--- src/rtl/lcd_pkg.sv ---
// rtl/lcd_pkg.sv - shared state encodings, bus constants and timing defaults for the LCD drivers
package lcd_pkg;

    typedef enum logic [2:0] {
        ST_IDLE    = 3'b000,
        ST_SETUP   = 3'b001,
        ST_EN_HIGH = 3'b010,
        ST_HOLD    = 3'b011,
        ST_DONE    = 3'b100
    } lcd_state_t;

    localparam logic RS_CMD   = 1'b0;
    localparam logic RS_DATA  = 1'b1;
    localparam logic RW_WRITE = 1'b0;
    localparam logic RW_READ  = 1'b1;

    localparam int BF_BIT = 7;

    localparam int DEF_T_SETUP  = 2;
    localparam int DEF_T_EN     = 25000;
    localparam int DEF_T_HOLD   = 25000;
    localparam int DEF_POLL_MAX = 1000;

    // Terminal count for a phase of p cycles; zero-length phases are stretched to one cycle.
    function automatic logic [15:0] last_count(input int unsigned p);
        return (p == 0) ? 16'd0 : 16'(p - 1);
    endfunction

endpackage

--- src/rtl/lcd_delay_counter.sv ---
// rtl/lcd_delay_counter.sv - 16-bit phase delay counter with clear, enable and run-time terminal count
module lcd_delay_counter (
    input  logic        clk,
    input  logic        rst,
    input  logic        clr,
    input  logic        en,
    input  logic [15:0] last,
    output logic        tc
);

    logic [15:0] cnt;

    // Holds at the terminal count rather than wrapping inside a phase.
    always_ff @(posedge clk or negedge rst) begin
        if (!rst) begin
            cnt <= 16'd0;
        end else if (clr) begin
            cnt <= 16'd0;
        end else if (en && !tc) begin
            cnt <= cnt + 16'd1;
        end
    end

    assign tc = (cnt >= last);

endmodule

--- src/rtl/lcd_16x2_8bit_reader.sv ---
// rtl/lcd_16x2_8bit_reader.sv - HD44780-style read cycle engine with optional busy-flag polling
module lcd_16x2_8bit_reader
    import lcd_pkg::*;
#(
    parameter int T_SETUP  = DEF_T_SETUP,
    parameter int T_EN     = DEF_T_EN,
    parameter int T_HOLD   = DEF_T_HOLD,
    parameter int POLL_MAX = DEF_POLL_MAX
) (
    input  logic       clk,
    input  logic       rst,
    input  logic       start,
    input  logic       cd,
    input  logic       poll,
    input  logic [7:0] lcd_data_in,
    output logic       rs,
    output logic       rw,
    output logic       en,
    output logic       bus_req,
    output logic       busy,
    output logic [7:0] rd_data,
    output logic       bf,
    output logic [6:0] ac,
    output logic       done_tick,
    output logic       timeout_tick
);

    localparam logic [15:0] SETUP_LAST = last_count(T_SETUP);
    localparam logic [15:0] EN_LAST    = last_count(T_EN);
    localparam logic [15:0] HOLD_LAST  = last_count(T_HOLD);
    localparam logic [16:0] POLL_LIMIT = (POLL_MAX == 0) ? 17'd1 : 17'(POLL_MAX);

    lcd_state_t  state;
    logic        cd_q;
    logic        poll_q;
    logic [15:0] poll_cnt;
    logic [15:0] dly_last;
    logic        dly_clr;
    logic        dly_tc;
    logic        poll_again;
    logic        still_busy;

    always_comb begin
        dly_last = 16'd0;
        case (state)
            ST_SETUP:   dly_last = SETUP_LAST;
            ST_EN_HIGH: dly_last = EN_LAST;
            ST_HOLD:    dly_last = HOLD_LAST;
            default:    dly_last = 16'd0;
        endcase
    end

    // Every timed phase ends on tc, so clearing on tc makes the counter start at 0 on entry.
    assign dly_clr = (state == ST_IDLE) || (state == ST_DONE) || dly_tc;

    lcd_delay_counter u_delay (
        .clk  (clk),
        .rst  (rst),
        .clr  (dly_clr),
        .en   (1'b1),
        .last (dly_last),
        .tc   (dly_tc)
    );

    // poll_cnt counts repeat reads, so reads done so far is poll_cnt + 1.
    assign still_busy = poll_q && (cd_q == RS_CMD) && rd_data[BF_BIT];
    assign poll_again = still_busy && ((17'(poll_cnt) + 17'd1) < POLL_LIMIT);

    always_ff @(posedge clk or negedge rst) begin
        if (!rst) begin
            state        <= ST_IDLE;
            cd_q         <= 1'b0;
            poll_q       <= 1'b0;
            poll_cnt     <= 16'd0;
            rs           <= 1'b0;
            rw           <= 1'b0;
            en           <= 1'b0;
            bus_req      <= 1'b0;
            busy         <= 1'b0;
            rd_data      <= 8'd0;
            bf           <= 1'b0;
            ac           <= 7'd0;
            done_tick    <= 1'b0;
            timeout_tick <= 1'b0;
        end else begin
            done_tick    <= 1'b0;
            timeout_tick <= 1'b0;
            case (state)
                ST_IDLE: begin
                    if (start) begin
                        cd_q     <= cd;
                        poll_q   <= poll;
                        poll_cnt <= 16'd0;
                        rs       <= cd;
                        rw       <= RW_READ;
                        bus_req  <= 1'b1;
                        busy     <= 1'b1;
                        state    <= ST_SETUP;
                    end
                end
                ST_SETUP: begin
                    if (dly_tc) begin
                        en    <= 1'b1;
                        state <= ST_EN_HIGH;
                    end
                end
                ST_EN_HIGH: begin
                    if (dly_tc) begin
                        en      <= 1'b0;
                        rd_data <= lcd_data_in;
                        if (cd_q == RS_CMD) begin
                            bf <= lcd_data_in[BF_BIT];
                            ac <= lcd_data_in[6:0];
                        end else begin
                            bf <= 1'b0;
                            ac <= 7'd0;
                        end
                        state <= ST_HOLD;
                    end
                end
                ST_HOLD: begin
                    if (dly_tc) begin
                        if (poll_again) begin
                            if (17'(poll_cnt) < POLL_LIMIT) begin
                                poll_cnt <= poll_cnt + 16'd1;
                            end
                            state <= ST_SETUP;
                        end else begin
                            done_tick    <= 1'b1;
                            timeout_tick <= still_busy;
                            state        <= ST_DONE;
                        end
                    end
                end
                ST_DONE: begin
                    rs      <= 1'b0;
                    rw      <= RW_WRITE;
                    bus_req <= 1'b0;
                    busy    <= 1'b0;
                    state   <= ST_IDLE;
                end
                default: state <= ST_IDLE;
            endcase
        end
    end

endmodule

--- config.mk ---
export PLATFORM = sky130hd
export DESIGN_NAME = lcd_16x2_8bit_reader
export DESIGN_NICKNAME = d
export VERILOG_FILES = /design/src/rtl/lcd_pkg.sv /design/src/rtl/lcd_delay_counter.sv /design/src/rtl/lcd_16x2_8bit_reader.sv
export SDC_FILE = /design/constraint.sdc
export NUM_CORES = 1
export LEC_CHECK = 0
export ABC_AREA = 1
export CORE_UTILIZATION = 60
export DETAILED_ROUTE_END_ITERATION = 12
export PLACE_DENSITY = 0.84
export SLEW_MARGIN = 20
export SYNTH_ARGS = -nofsm -noshare
export SYNTH_HDL_FRONTEND = slang
export SYNTH_SLANG_ARGS = --single-unit
--- constraint.sdc ---
create_clock -name clk -period 6.2 [get_ports clk]
set_input_delay 0.62 -clock clk [delete_from_list [all_inputs] [get_ports clk]]
set_output_delay 0.62 -clock clk [all_outputs]
set_load 0.01 [all_outputs]
==> results of run 1 <==
==> power by group through the flow <==
stage / Combinational [mW] / Clock [mW] / Sequential (mW)
6_report: 0.0148 / 0.343 / 0.378
5_1_grt: 0.0171 / 0.362 / 0.378
4_1_cts: 0.0155 / 0.346 / 0.378
3_5_place_dp: 0.0155 / 0 / 0.385
3_3_place_gp: 0.0154 / 0 / 0.385
2_1_floorplan: 0.000353 / 0 / 0.386
==> placed cells by master, fill, tap and decap left out <==
master,netlist,routed
clkdlybuf4s50_1,0,34
nor2_1,57,57
clkinv_4,0,2
nand2_1,137,137
buf_4,2,1
nor3_1,12,12
ha_1,10,10
xor2_1,2,2
nand4_1,8,8
bufinv_16,0,1
nand2_4,1,1
nand3_1,32,32
a21o_1,1,1
o21ai_1,1,1
clkinv_2,0,3
clkbuf_8,0,9
o22ai_1,1,1
nand3_2,1,1
a211oi_1,2,2
mux2_2,1,1
inv_1,50,50
and3_1,2,2
clkinvlp_4,0,1
a21oi_1,10,10
nor2_2,2,2
nand2_2,2,2
nand3b_2,1,1
nor4_1,1,1
dfrtp_1,58,58
nor3b_1,7,7
xnor2_1,2,2
nor2_4,3,3
o21ai_0,16,16
buf_2,2,1
==> cells by family (layout without fill, tap and decap cells) <==
kind of cell	count (synthesis)	in the layout	synth area share, %
AND/OR/NAND/NOR	266	266	36.4
buffers and inverters	59	102	7.50
flip-flops	58	58	45.5
AO/OA/AOI/OAI	31	31	5.14
adder cells (fa/ha/maj)	10	10	3.93
XOR/XNOR	4	4	1.10
multiplexers	1	1	0.353
==> worst paths after layout <==
path / from / end / cells after the start
setup / recovery: state[1]$_DFFE_PN0P_ / ac[1]$_DFFE_PN0P_ / 14
hold / removal: rst / u_delay.cnt[9]$_DFFE_PN0P_ / 2
setup reg to reg: state[1]$_DFFE_PN0P_ / ac[1]$_DFFE_PN0P_ / 14
hold reg to reg: rd_data[4]$_DFFE_PN0P_ / rd_data[4]$_DFFE_PN0P_ / 2
max in group asynchronous: rst / poll_cnt[15]$_DFFE_PN0P_ / 2
min in group clk: rd_data[4]$_DFFE_PN0P_ / rd_data[4]$_DFFE_PN0P_ / 2
==> registers in the layout, indices dropped and copies added, names as in the netlist <==
name / flops
poll_cnt: 16
u_delay.cnt: 16
rd_data: 8
ac: 7
state: 3
bf: 1
busy: 1
cd_q: 1
done_tick: 1
en: 1
poll_q: 1
rs: 1
timeout_tick: 1
==> cell usage after synthesis (2+ instances only) <==
master | instances | area (sq um)
o21ai_0 | 16 | 80.1
inv_1 | 50 | 188
nand4_1 | 8 | 50.1
xnor2_1 | 2 | 17.5
a211oi_1 | 2 | 15.0
and3_1 | 2 | 12.5
nand2_2 | 2 | 12.5
nor2_2 | 2 | 12.5
nor3_1 | 12 | 60.1
nor2_4 | 3 | 33.8
clkbuf_1 | 4 | 15.0
nand2_1 | 137 | 514
dfrtp_1 | 58 | 1450
nand3_1 | 32 | 160
ha_1 | 10 | 125
nor2_1 | 57 | 214
xor2_1 | 2 | 17.5
a21oi_1 | 10 | 50.1
buf_2 | 2 | 10.0
buf_4 | 2 | 15.0
nor3b_1 | 7 | 52.6
==> through the flow <==
stage / util [%] / cell area (sq um) / setup WS [ps]
final: 73.8 / 3770 / 3220
after global routing: 73.8 / 3770 / 2880
after CTS: 73.8 / 3770 / 3230
after detailed placement: 70.0 / 3580 / 3340
after global placement: 70.0 / 3580 / 3530
after floorplan: - / 3190 / 4010
==> final cells by class <==
type,instances,area [sq um]
Clock buffer,9,124
Multi-Input combinational cell,312,1500
Clock inverter,7,70.1
Sequential cell,58,1450
Timing Repair Buffer,36,353
Fill cell,389,1340
Inverter,50,188
Tap cell,70,87.6
==> routing by layer <==
metal,up-vias,global-route usage (%)
met1,1343,36.1
met3,13,5.89
li1,1440,-
met4,0,12.8
met2,77,42.1
met5,-,0
==> results.yml, run 1 <==
die:
  die_w_um: 74.9
  die-area_sq_um: 5610
  core_sq_um: 5110
  fp.dieH_um: 74.9
  ios: 36
  placementRows: 26
  start_util_pct: 62.4
worst_setup_path:
  r2r_setup_slack_ps: 3220
  path_cells: "inv_1 -> nor2_1 -> inv_1 -> ha_1 -> inv_1 -> nor2_1 -> nand3_1 -> nor3_1 -> nand2_1 -> nand3_1 -> nand2_1 -> inv_1 -> nand2_1 -> o21ai_0"
  cp_num_buf_inv: 4
  max_stage_delay_ps: 380
  critPathRequiredTime_ps: 6450
  cp.arrival_ps: 3230
  crit_family: "simple AND/OR/NAND/NOR gates"
  cp_max_fo: 17
  crit_path_frequent_cell: "inv_1"
  endpoint_kind: "register"
  critPathKind: "reg -> reg"
  cpMaxStageDelayCell: "dfrtp_1"
  setup.worst_path.start_class: "register"
clock_tree:
  cts_sinks: 58
  cts_tree: "done"
  root_buffer: "clkbuf_8"
  cts_setup_buffers: 0
  clk_pin_slew_ps: 70
  clk_path_buf_depth: 2
  htree_levels: 3
  cts_hold_buf: 0
  clkLatencyLatePin_ps: 350
  postCtsResizedCells: 0
  numCtsBuffers: 9
final_layout:
  diodes: 0
  fin_cells: 542
  post_route_cells_drive_above_1_share_pct: 6.14
  nets: 490
  area_growth_pct: 18.3
status:
  outcome: "complete, no violations"
timing:
  max_freq_mhz: 336
  setup_tns_ps: 0
  rsz0062_at_grt: "no"
  hold_viol: 0
  fin_crit_sh_pct: 48.1
  relSlewSlack_pct: 52.3
  slew_viol_final: 0
  finalSetupViolCount: 0
  layout_min_cycle_time_ps: 2980
  finalClockSkew_ps: 12.0
  hold_slack_ps: 406
  worst_slew_pin_slew_ps: 715
routing:
  met1Wirelength_mm: 3.21
  wire_per_inst_um: 12.9
  first_iter_violations: 193
  dr.pass1.iters: 4
  drt_wl_total_mm: 6.99
  viasPerCell: 5.30
  top_layer: "met4"
  wl_met2_mm: 3.26
  drc: 0
  vias: 2873
  wl_met3_um: 359
  ant_nets: 0
job:
  cap_viol_max_count: 0
worst_hold_path:
  hold_class: "in -> async"
logic_synthesis:
  synth_seq_area_share_pct: 45.5
  ys_seq_elements: 58
  synth.net_count: 452
  async_reset_ff_share_pct: 100
  syn-cell-area_sq_um: 3190
  syn_inst: 429
  yosys_warnings: 0
  ys.flop_type: "dfrtp_1"
  syn_area_per_cell_sq_um: 7.43
  ys_types: 30
  synth_edf_count: 0
placement:
  port_buffers: 35
  hpwl_mm: 4.84
  gp_congestion: 0.892
  dpl.cell_count: 526
power:
  p_int_mw: 0.569
  powerDensity_nw_per_um2: 195
  clockPowerShare_pct: 46.6
  seqPwrFrac_pct: 51.4
  leakage_nw: 1.87
  p_switching_mw: 0.167
  fin_total_pwr_mw: 0.737
  combPwrFrac_pct: 2.0
  switching_share_pct: 22.7
  ir_worst_vdd_v: 0.000156
grt:
  antenna_found_initial: 0
  overflow: 0
  grt_pass1_vias: 2635
  grt_pass1_wl_mm: 11.3
  grt_max_degree: 59
  grt_usage_pct: 27.0
Power figures use the tool's default switching activity.
==> run 2, diff against run 1 <==
--- a/config.mk
+++ b/config.mk
@@ -6,9 +6,9 @@
 export NUM_CORES = 1
 export LEC_CHECK = 0
 export ABC_AREA = 1
-export CORE_UTILIZATION = 60
+export CORE_UTILIZATION = 56
 export DETAILED_ROUTE_END_ITERATION = 12
-export PLACE_DENSITY = 0.84
+export PLACE_DENSITY = 0.8
 export SLEW_MARGIN = 20
 export SYNTH_ARGS = -nofsm -noshare
 export SYNTH_HDL_FRONTEND = slang
==> constraint.sdc (replaced) <==
create_clock -name clk -period 3 [get_ports clk]
set_input_delay 0.3 -clock clk [delete_from_list [all_inputs] [get_ports clk]]
set_output_delay 0.3 -clock clk [all_outputs]
set_load 0.01 [all_outputs]
==> run 2 against run 1 <==
Net effect:
- cell count is 0.74% higher
- sequential share of layout area fell by 0.83 points
- first-iteration DRC count decreased by 30%
- die area up 6.9%
- fmax grew 14%
- design area rose by 2.2%
- register-to-register slack got worse by 2800 ps
- via count down 0.97%
- setup slack lost 2800 ps
- largest power group is now clock
- wire length is 2.6% lower
==> results.yml, run 2 (same netlist as run 1, synthesis figures left out) <==
status:
  outcome: "complete, no violations"
timing:
  slew_viol_final: 0
  layout_min_cycle_time_ps: 2610
  max_freq_mhz: 383
  worst_slack_ps: 389
  fin_crit_sh_pct: 87.0
  rsz0062_at_grt: "no"
  worst_slew_pin_slew_ps: 645
  setup_tns_ps: 0
  hold_viol: 0
  finalSetupViolCount: 0
  relSlewSlack_pct: 56.9
  finalClockSkew_ps: 5.98
clock_tree:
  clk_pin_slew_ps: 70
  cts_tree: "done"
  htree_levels: 3
  cts_sinks: 58
  root_buffer: "clkbuf_8"
  cts_setup_buffers: 0
  clkLatencyLatePin_ps: 340
  numCtsBuffers: 9
  clk_path_buf_depth: 2
power:
  powerDensity_nw_per_um2: 433
  switching_share_pct: 20.2
  ir_worst_vdd_v: 0.000401
  combPwrFrac_pct: 1.9
  fin_total_pwr_mw: 1.67
  p_int_mw: 1.33
  clockPowerShare_pct: 51.2
  p_switching_mw: 0.337
  seqPwrFrac_pct: 46.9
  leakage_nw: 1.90
final_layout:
  final_cell_mix: "136 x nand2_1, 58 x dfrtp_1, 57 x nor2_1, 50 x inv_1, 34 x clkdlybuf4s50_1"
  layout_commonest_cell: "nand2_1"
  area_growth_pct: 20.9
  fillers: 443
  nets: 492
  stdcell_area_sq_um: 3850
  diodes: 0
  fin_util_pct: 70.0
  reg.largest.list: "poll_cnt (16), u_delay.cnt (16), rd_data (8)"
  post_route_cells_drive_above_1_share_pct: 6.54
grt:
  antenna_found_initial: 0
  grt_max_degree: 39
  grt_usage_pct: 25.5
  overflow: 0
  grt_pass1_wl_mm: 12.0
  grt_pass1_vias: 2790
routing:
  first_iter_violations: 136
  vias: 2845
  drt_wl_total_mm: 6.81
  dr.pass1.iters: 4
  viasPerCell: 5.21
  drc: 0
  ant_nets: 0
  wire_per_inst_um: 12.5
die:
  placementRows: 27
  ios: 36
  die_w_um: 77.4
  fp.dieH_um: 77.4
  start_util_pct: 57.9
  die-area_sq_um: 6000
  core_sq_um: 5510
worst_setup_path:
  reg2reg_from: "state[1]$_DFFE_PN0P_"
  critPathKind: "reg -> reg"
  crit_start: "state[1]$_DFFE_PN0P_"
  cp_max_fo: 16
  max_stage_delay_ps: 390
  crit_family: "simple AND/OR/NAND/NOR gates"
  critPathRequiredTime_ps: 3270
  cp.arrival_ps: 2890
  endpoint_kind: "register"
  setup.worst_path.start_class: "register"
  cpMaxStageDelayCell: "dfrtp_1"
  cp_num_buf_inv: 4
  path_cells: "inv_1 -> nor2_1 -> inv_1 -> ha_1 -> inv_1 -> nor2_1 -> nand3_1 -> nor3_1 -> nand2_1 -> nand3_1 -> nand2_1 -> inv_1 -> nand3_4 -> nand2_8 -> nand2_1 -> nand2_1"
worst_hold_path:
  hold_class: "in -> async"
placement:
  port_buffers: 35
  placed_area_sq_um: 3590
  post-place-ws_ps: 320
  hpwl_mm: 4.77
  gp_congestion: 0.946
job:
  cap_viol_max_count: 0
==> run 2: worst paths after layout <==
path,to,slack (ps),cells past startpoint
setup reg to reg,poll_cnt[7]$_DFFE_PN0P_,390,16
setup / recovery,poll_cnt[7]$_DFFE_PN0P_,390,16
hold / removal,u_delay.cnt[7]$_DFFE_PN0P_,440,2
max in group asynchronous,poll_cnt[1]$_DFFE_PN0P_,1700,3
hold reg to reg,rd_data[6]$_DFFE_PN0P_,490,2
min in group clk,rd_data[6]$_DFFE_PN0P_,490,2
==> run 2: per-layer routing <==
layer | GRT usage (%) | part of all wire [%] | vias to the layer above
li1 | - | - | 1451
met1 | 32.1 | 46 | 1318
met2 | 40.6 | 46 | 63
met3 | 5.76 | 5.6 | 13
met4 | 13.8 | 2.1 | 0
met5 | 0 | 0 | -
==> run 2: repair_timing <==
action / CTS / global route
endpoints found under the hold margin: 20 / 0
setup endpoints to repair: 0 / 20
hold buffers: 1 / 0
gates resized for setup: 0 / 3
==> run 2: cell type report <==
class                   instances  area [sq um]  area share, %
clock inverters                 4          72.6           1.88
well taps                      72          90.1           2.34
clock buffers                  12           165           4.29
inverters                      50           188           4.87
flip-flops and latches         58          1450           37.7
repair buffers                 38           370           9.61
multi-input cells             312          1520           39.3
==> run 2: worst reg2reg max path, cell delays in order, from the launching register on <==
cell     delay [ps]
dfrtp_1         390
inv_1            80
nor2_1          130
inv_1           150
ha_1            310
inv_1            30
nor2_1          160
nand3_1         120
nor3_1          210
nand2_1          90
nand3_1         190
nand2_1          80
inv_1           110
nand3_4         180
nand2_8         180
nand2_1          70
nand2_1          80
==> run 2: power groups by stage <==
stage / combinational [mW] / clock, mW / sequential (mW)
6_report: 0.0323 / 0.854 / 0.782
4_1_cts: 0.0337 / 0.862 / 0.782
2_1_floorplan: 0.000730 / 0 / 0.797
5_1_grt: 0.0370 / 0.898 / 0.781
3_5_place_dp: 0.0327 / 0 / 0.797
3_3_place_gp: 0.0320 / 0 / 0.797
==> run 2: metrics by stage <==
| step | hold slack [ps] | instances |
|---|---|---|
| 6_report | 442 | 546 |
| 2_1_floorplan | 4.41 | 429 |
| 3_3_place_gp | 279 | 529 |
| 4_1_cts | 455 | 546 |
| 5_1_grt | 494 | 546 |
| 3_5_place_dp | 289 | 529 |
==> run 3, diff against run 2 <==
--- a/config.mk
+++ b/config.mk
@@ -9,6 +9,7 @@
 export CORE_UTILIZATION = 56
 export DETAILED_ROUTE_END_ITERATION = 12
 export PLACE_DENSITY = 0.8
+export REMOVE_ABC_BUFFERS = 1
 export SLEW_MARGIN = 20
 export SYNTH_ARGS = -nofsm -noshare
 export SYNTH_HDL_FRONTEND = slang
==> run 3 against run 2 <==
Net effect:
- design area decreased by 0.78%
- critical path type unchanged
- sequential power about the same
- critical endpoint is now poll_cnt[5]$_DFFE_PN0P_
- clock power decreased by 15%
- largest power group is now registers
- flip-flop and latch count unchanged
- largest cell class unchanged
==> results.yml, run 3 (same netlist as run 1, synthesis figures left out) <==
final_layout:
  reg.largest.list: "poll_cnt (16), u_delay.cnt (16), rd_data (8)"
  layout_commonest_cell: "nand2_1"
  multi_input_area_sq_um: 1510
  post_route_cells_drive_above_1_share_pct: 5.89
  fillers: 441
  stdcell_area_sq_um: 3820
  seq_area_sq_um: 1450
  nets: 493
  diodes: 0
  area_growth_pct: 19.9
  final_cell_mix: "137 x nand2_1, 58 x dfrtp_1, 57 x nor2_1, 50 x inv_1, 34 x clkdlybuf4s50_1"
clock_tree:
  htree_levels: 3
  cts_tree: "done"
  root_buffer: "clkbuf_8"
  numCtsBuffers: 9
  cts_sinks: 58
  clk_pin_slew_ps: 70
  cts_setup_buffers: 0
  clk_path_buf_depth: 2
  clkLatencyLatePin_ps: 340
grt:
  antenna_found_initial: 0
  grt_max_degree: 46
  grt_pass1_wl_mm: 12.0
  overflow: 0
  grtUsageMet3_pct: 6.94
  grtUsageMet1_pct: 32.6
  met2_usage_pct: 41.4
  grt_usage_pct: 26.0
  grt_pass1_vias: 2765
  busiest_layer: "met2"
routing:
  vias: 2871
  viasPerCell: 5.25
  first_iter_violations: 184
  wire_per_inst_um: 12.8
  ant_nets: 0
  drt_wl_total_mm: 7.01
  dr.pass1.iters: 5
  drc: 0
placement:
  hpwl_mm: 4.96
  gp_congestion: 0.884
  placed_area_sq_um: 3590
  port_buffers: 35
  post-place-ws_ps: 346
timing:
  setup_tns_ps: 0
  fin_crit_sh_pct: 87.9
  layout_min_cycle_time_ps: 2640
  finalSetupViolCount: 0
  rsz0062_at_grt: "no"
  worst_slew_pin_slew_ps: 671
  finalClockSkew_ps: 8.70
  hold_viol: 0
  worst_slack_ps: 362
  slew_viol_final: 0
  relSlewSlack_pct: 55.1
  max_freq_mhz: 379
worst_setup_path:
  cp_num_buf_inv: 4
  endpoint_kind: "register"
  max_stage_delay_ps: 390
  path_cells: "inv_1 -> nor2_1 -> inv_1 -> ha_1 -> inv_1 -> nor2_1 -> nand3_1 -> nor3_1 -> nand2_1 -> nand3_1 -> nand2_1 -> inv_1 -> nand3_2 -> nand2_8 -> nand2_1 -> nand2_1"
  critPathRequiredTime_ps: 3280
  cpMaxStageDelayCell: "dfrtp_1"
  critPathKind: "reg -> reg"
  cp.arrival_ps: 2920
  crit_family: "simple AND/OR/NAND/NOR gates"
  cp_max_fo: 16
  setup.worst_path.start_class: "register"
job:
  cap_viol_max_count: 0
die:
  die-area_sq_um: 6000
  core_sq_um: 5510
  fp.dieH_um: 77.4
  ios: 36
  start_util_pct: 57.9
  placementRows: 27
  die_w_um: 77.4
status:
  outcome: "complete, no violations"
power:
  powerDensity_nw_per_um2: 405
  ir_worst_vdd_v: 0.000258
  leakage_nw: 1.89
worst_hold_path:
  hold_class: "in -> async"
[run 3: changes by cell type in the layout (fill, tap and decap cells not counted)]
cell	delta
nand2_2	-1
clkbuf_8	-1
clkinvlp_4	-1
clkbuf_1	+3
nand3_4	-1
nand3_2	+1
nand2_1	+1
bufinv_16	-1
buf_12	+1
[run 3: final timing paths]
check                                             end  slack [ps]  cells past startpoint                   start
min in group clk               rd_data[0]$_DFFE_PN0P_         480                      2  rd_data[0]$_DFFE_PN0P_
hold / removal             u_delay.cnt[3]$_DFFE_PN0P_         400                      2                     rst
setup reg to reg              poll_cnt[5]$_DFFE_PN0P_         360                     16    state[1]$_DFFE_PN0P_
setup / recovery              poll_cnt[5]$_DFFE_PN0P_         360                     16    state[1]$_DFFE_PN0P_
hold reg to reg                rd_data[0]$_DFFE_PN0P_         480                      2  rd_data[0]$_DFFE_PN0P_
max in group asynchronous    poll_cnt[11]$_DFFE_PN0P_        2060                      3                     rst
[run 3: power by group]
| group | leakage [nW] | internal, mW | switching (mW) |
|---|---|---|---|
| logic | 1.08 | 0.0174 | 0.0186 |
| registers | 0.707 | 0.782 | 0 |
| clock network | 0.101 | 0.429 | 0.299 |
| total | 1.89 | 1.23 | 0.318 |
[run 3: worst register-to-register path, cell delays in order (launching register included)]
cell and delay (ps):
dfrtp_1 390, inv_1 80, nor2_1 120, inv_1 150, ha_1 300, inv_1 40, nor2_1 160, nand3_1 120
nor3_1 210, nand2_1 80, nand3_1 160, nand2_1 70, inv_1 70, nand3_2 260, nand2_8 230, nand2_1 90
nand2_1 60
[run 3: layout make-up]
class	count	area share, %
flip-flops and latches	58	38.0
well taps	72	2.36
inverters	50	4.91
repair buffers	39	10.2
clock inverters	2	0.917
clock buffers	14	4.26
multi-input cells	312	39.4
[run 3: through the flow]
stage | utilization [%] | power, mW | cells | hold WS (ps)
5_1_grt | 69.4 | 1.59 | 547 | 426
2_1_floorplan | - | 0.798 | 420 | 4.41
3_5_place_dp | 65.1 | 0.830 | 529 | 464
3_3_place_gp | 65.1 | 0.829 | 529 | 461
6_report | 69.4 | 1.55 | 547 | 402
4_1_cts | 68.7 | 1.56 | 545 | 146
[run 3: timing repair]
item                       4_1_cts  5_1_grt
setup endpoints to repair        0        6
resized for setup                0        1
hold endpoints to repair         0       13
hold buffers                     0        1
[run 3: routing by layer]
| layer | vias up | share of wire [%] |
|---|---|---|
| li1 | 1443 | - |
| met1 | 1333 | 46 |
| met2 | 82 | 47 |
| met3 | 13 | 5.3 |
| met4 | 0 | 1.9 |
| met5 | - | 0 |
